`config.mk`:
```
export PLATFORM = sky130hd
export DESIGN_NAME = uart_tx_arbiter
export DESIGN_NICKNAME = d
export VERILOG_FILES = /design/src/rtl/uart_tx_arbiter.sv
export SDC_FILE = /design/constraint.sdc
export NUM_CORES = 1
export LEC_CHECK = 0
export ABC_AREA = 1
export ABC_CLOCK_PERIOD_IN_PS = 2600
export BUFFER_PORTS_ARGS = -buffer_cell sky130_fd_sc_hd__buf_2
export CORE_AREA = 5 5 73 75
export CTS_BUF_LIST = sky130_fd_sc_hd__clkbuf_4 sky130_fd_sc_hd__clkbuf_8 sky130_fd_sc_hd__clkbuf_16
export CTS_CLUSTER_DIAMETER = 100
export DETAILED_ROUTE_END_ITERATION = 8
export DIE_AREA = 0 0 78 80
export PLACE_DENSITY = 0.89
export SYNTH_ARGS = -nofsm -noshare
export SYNTH_HDL_FRONTEND = slang
export SYNTH_SLANG_ARGS = --single-unit
export TNS_END_PERCENT = 5
```
`constraint.sdc`:
```
create_clock -name clk -period 2.6 [get_ports clk]
set_input_delay 0.52 -clock clk [delete_from_list [all_inputs] [get_ports clk]]
set_output_delay 0.52 -clock clk [all_outputs]
set_load 0.01 [all_outputs]
```
`src/rtl/uart_tx_arbiter.sv`:
```
// Round-robin arbiter that lets four byte requesters share one UART transmitter.
// Grants are held for one packet, capped at MAX_BURST bytes or HOLD_TIMEOUT idle cycles.
module uart_tx_arbiter #(
    parameter int unsigned MAX_BURST    = 16,
    parameter int unsigned HOLD_TIMEOUT = 8
) (
    input  logic        clk,
    input  logic        rst,
    input  logic [3:0]  req_valid,
    input  logic [31:0] req_data,
    input  logic [3:0]  req_last,
    output logic [3:0]  req_ready,
    output logic [3:0]  grant,
    output logic        tx_valid,
    output logic [7:0]  tx_data,
    input  logic        tx_ready,
    output logic        busy
);

    typedef enum logic [1:0] {StIdle, StLoad, StSend, StHold} state_e;

    state_e      state_q, state_d;
    logic [3:0]  grant_q, grant_d;
    logic [3:0]  req_ready_q, req_ready_d;
    logic [1:0]  owner_q, owner_d;
    logic [1:0]  last_owner_q, last_owner_d;
    logic        tx_valid_q, tx_valid_d;
    logic [7:0]  tx_data_q, tx_data_d;
    logic        last_flag_q, last_flag_d;
    logic [7:0]  burst_cnt_q, burst_cnt_d;
    logic [7:0]  hold_cnt_q, hold_cnt_d;
    logic        busy_q, busy_d;

    logic [1:0]  rr_pick;
    logic        rr_found;
    logic [1:0]  rr_cand;
    logic [7:0]  burst_inc;
    logic [7:0]  hold_inc;

    // Search starts one past the previous owner so every requester waits at most 3 grants.
    always_comb begin
        rr_pick  = last_owner_q;
        rr_found = 1'b0;
        rr_cand  = last_owner_q;
        for (int k = 1; k <= 4; k++) begin
            rr_cand = last_owner_q + 2'(k);
            if (!rr_found && req_valid[rr_cand]) begin
                rr_pick  = rr_cand;
                rr_found = 1'b1;
            end
        end
    end

    assign burst_inc = (burst_cnt_q == 8'hFF) ? 8'hFF : burst_cnt_q + 8'd1;
    assign hold_inc  = (hold_cnt_q == 8'hFF) ? 8'hFF : hold_cnt_q + 8'd1;

    always_comb begin
        state_d      = state_q;
        grant_d      = grant_q;
        req_ready_d  = 4'b0000;
        owner_d      = owner_q;
        last_owner_d = last_owner_q;
        tx_valid_d   = tx_valid_q;
        tx_data_d    = tx_data_q;
        last_flag_d  = last_flag_q;
        burst_cnt_d  = burst_cnt_q;
        hold_cnt_d   = hold_cnt_q;

        unique case (state_q)
            StIdle: begin
                grant_d = 4'b0000;
                if (rr_found) begin
                    grant_d     = 4'b0001 << rr_pick;
                    owner_d     = rr_pick;
                    burst_cnt_d = 8'd0;
                    hold_cnt_d  = 8'd0;
                    state_d     = StLoad;
                end
            end
            StLoad: begin
                if (req_valid[owner_q]) begin
                    tx_data_d   = req_data[{owner_q, 3'b000} +: 8];
                    last_flag_d = req_last[owner_q];
                    req_ready_d = grant_q;
                    tx_valid_d  = 1'b1;
                    burst_cnt_d = burst_inc;
                    state_d     = StSend;
                end else begin
                    hold_cnt_d = 8'd0;
                    state_d    = StHold;
                end
            end
            StSend: begin
                if (tx_ready) begin
                    tx_valid_d = 1'b0;
                    if (last_flag_q || burst_cnt_q >= 8'(MAX_BURST)) begin
                        grant_d      = 4'b0000;
                        last_owner_d = owner_q;
                        state_d      = StIdle;
                    end else begin
                        state_d = StLoad;
                    end
                end
            end
            StHold: begin
                if (req_valid[owner_q]) begin
                    state_d = StLoad;
                end else begin
                    hold_cnt_d = hold_inc;
                    if (hold_inc >= 8'(HOLD_TIMEOUT)) begin
                        grant_d      = 4'b0000;
                        last_owner_d = owner_q;
                        state_d      = StIdle;
                    end
                end
            end
            default: state_d = StIdle;
        endcase

        busy_d = (state_d != StIdle);
    end

    always_ff @(posedge clk) begin
        if (rst) begin
            state_q      <= StIdle;
            grant_q      <= 4'b0000;
            req_ready_q  <= 4'b0000;
            owner_q      <= 2'd0;
            last_owner_q <= 2'd3;
            tx_valid_q   <= 1'b0;
            tx_data_q    <= 8'h00;
            last_flag_q  <= 1'b0;
            burst_cnt_q  <= 8'd0;
            hold_cnt_q   <= 8'd0;
            busy_q       <= 1'b0;
        end else begin
            state_q      <= state_d;
            grant_q      <= grant_d;
            req_ready_q  <= req_ready_d;
            owner_q      <= owner_d;
            last_owner_q <= last_owner_d;
            tx_valid_q   <= tx_valid_d;
            tx_data_q    <= tx_data_d;
            last_flag_q  <= last_flag_d;
            burst_cnt_q  <= burst_cnt_d;
            hold_cnt_q   <= hold_cnt_d;
            busy_q       <= busy_d;
        end
    end

    assign grant     = grant_q;
    assign req_ready = req_ready_q;
    assign tx_valid  = tx_valid_q;
    assign tx_data   = tx_data_q;
    assign busy      = busy_q;

endmodule
```
==> run metrics <==
RSZ-0062 raised after global routing=false; Port-buffer cells=60; Hold Crit Class=reg2reg; routed vias/inst=5.32; Post-DRT Antenna Nets=0; Nets=512; chip height=80 µm; die area=6240 µm²; # IOs=61; Worst path top cell family by delay=simple AND/OR/NAND/NOR gates; slew at the pin closest to its max-slew limit=565 ps; Synth Net Count=457; hold_buf cts=0; Total GRT Usage=21.7%; CP dominant cell by count=nand2_4; top cells by area, synth=dfxtp_1, nand2_1, nor2_1, o21ai_0, inv_1; Hold EP=req_ready[1]; drt initial violations=212; Max IR drop VDD=0.699 mV; post-synth top area share=31.7%; warnings from Yosys=0; Hold Vio Cnt, Final=0; internal cell power=1.80 mW; power per standard cell area=1140 nW/µm²; max-cap violations=0; synthesized netlist cell count=411; Crit Path Class=reg2reg; gr ovfl total=0; Comb pwr share=52.3%; Slowest Stage Delay on Critical Path=600 ps; R2R setup slack=460 ps; Setup Fix Bufs, Post-CTS=0; Final Non-Filler Cells=521; status=finished clean; initial antenna violation count=0; Pleak=1.46 nW; pre-CTS setup slack=544 ps; Final WS setup=462 ps; fin crit share=82.2%; Remaining DRCs=0; EDFF count, synth=0; proportion of layout cells with a drive suffix above 1=21.2%; Avg Cell Area, Syn=6.30 µm²; Max Fclk=468 MHz; Multi-input gate area=1500 µm²; Sink Count=41; register area=821 µm²; Core ar.=4600 µm²; post-synth top area cell=dfxtp_1; Synth cell types=34; WP buf/inv=1; FF+latch count, synth=41; register share of total power=32.6%; Post-synth top flop=dfxtp_1; Worst Path Arrival=2320 ps; Setup Viol. Count Final=0; slew margin rel.=62.3%; P_sw=1.64 mW; CP Capture Type=register; worst reg2reg path depth=11; fill cell count=401; critical path cell sequence=inv_2, nand2_1, nand2_1, nand2_4, nand2_4, nor2_4, nand3_2, nand2_4, nand2_4, o21ai_0, a21oi_1; site row count=25; DP Wirelength=4.65 mm; finished layout cell area=3020 µm²; CP max FO=16; power consumption=3.44 mW; final slew viol count=0; CTS H-tree depth=2; Worst Hold Slack=451 ps; clock latency at the later pin of the worst-skew pair=300 ps; GPL Wtd Cong=0.833; Util after Layout=65.6%; DR pass1 iterations=4; n_diodes=0; CTS tree=yes; global-route wire length before repair=11.2 mm; Post-DP Area=2900 µm²; Die W=78 µm; reg2reg start=last_owner_q[0]; Layout area overhead=16.5%; type of origin of the critical path=register; CP max stage cell=dfxtp_1; vias in the first global route=2656; Final TNS setup=0 ps; min Tclk post-route=2140 ps; hold path start=grant[1]; most instantiated cells after synthesis=nand2_1, nor2_1, inv_1, dfxtp_1, o21ai_0; Seq/Total Area, Yosys=31.7%; final WL=6.32 mm; Reg-to-Reg End=hold_cnt_q[3]; CP required=2780 ps; CTS max path bufs=2; clk slew on worst S/H paths=80 ps; via count=2771; wire length per cell=12.1 µm; placed insts=513; Post-synth ARST share=0%; total CTS buffers=5; most common cell in the netlist=nand2_1; initial core utilization=56.3%; largest net degree at the start of global routing=22; Post-Syn Area=2590 µm²; clock skew=3.80 ps; hold-critical path depth=2; root buffer cell=clkbuf_8; post-CTS sizing=0; clock group share of total power=15.1%; Switching Share=47.7%
worst reg2reg max path, cell delays in order (launching register included):
cell and delay [ps]:
dfxtp_1 600, inv_2 220, nand2_1 110, nand2_1 140
nand2_4 110, nand2_4 70, nor2_4 120, nand3_2 100
nand2_4 150, nand2_4 130, o21ai_0 220, a21oi_1 70
cell families (layout without fill, tap and decap cells):
| logic type | after synthesis | count (layout) | synth area share [%] |
|---|---|---|---|
| compound gates | 84 | 84 | 18.7 |
| xor+xnor | 1 | 1 | 0.338 |
| fa+ha+maj | 3 | 3 | 1.45 |
| buf+inv | 63 | 119 | 10.3 |
| flops | 41 | 41 | 31.7 |
| simple gates | 219 | 219 | 37.5 |
layout by cell type (no fill, tap or decap), types with 8 or more instances in the layout:
cell type  netlist  layout
nor2_1          75      75
a21oi_1         18      18
nand3_1         23      23
o32ai_1          9       9
nand2_2          8       8
nand2_1         91      91
o21ai_0         41      41
nand2_4          8       8
inv_1           43      43
buf_2            0      60
dfxtp_1         41      41
state kept, by name, indices dropped and copies added, names as in the netlist:
name,flops
burst_cnt_q,8
busy,1
grant,4
hold_cnt_q,8
last_flag_q,1
last_owner_q,2
owner_q,2
req_ready,4
state_q,2
tx_data,8
tx_valid,1
layer usage:
layer  vias up  routed length [µm]  global-route usage [%]
met4         0                  65                    6.42
met1      1222                2720                    26.3
met5         -                   0                       0
met2       100                3040                    37.6
li1       1440                   -                       -
met3         9                 495                    5.64
final cells by class:
type | count | area share [%]
multi-input cells | 307 | 49.8
flip-flops and latches | 41 | 27.2
repair buffers | 65 | 11.2
inverters | 46 | 5.72
clock buffers | 5 | 2.28
well taps | 54 | 2.24
clock inverters | 3 | 1.53
how the worst max path moves through the flow:
stage	startpoint	end	slack [ps]	cells past startpoint
after CTS	last_owner_q[0]	hold_cnt_q[7]	480	11
after detailed placement	last_owner_q[0]	burst_cnt_q[4]	540	11
after global routing	last_owner_q[0]	hold_cnt_q[2]	220	11
after floorplan	req_valid[1]	hold_cnt_q[5]	1020	11
after global placement	last_owner_q[0]	burst_cnt_q[4]	640	11
final	last_owner_q[0]	hold_cnt_q[3]	460	11
power groups by stage:
stage	Sequential, mW	Clock, mW	Combinational (mW)
after global routing	1.16	0.555	2.08
after detailed placement	1.13	0	1.78
after CTS	1.12	0.523	1.80
after global placement	1.12	0	1.73
final	1.12	0.520	1.80
after floorplan	1.09	0	1.44
Note: power is estimated with default switching activity, not from simulation.
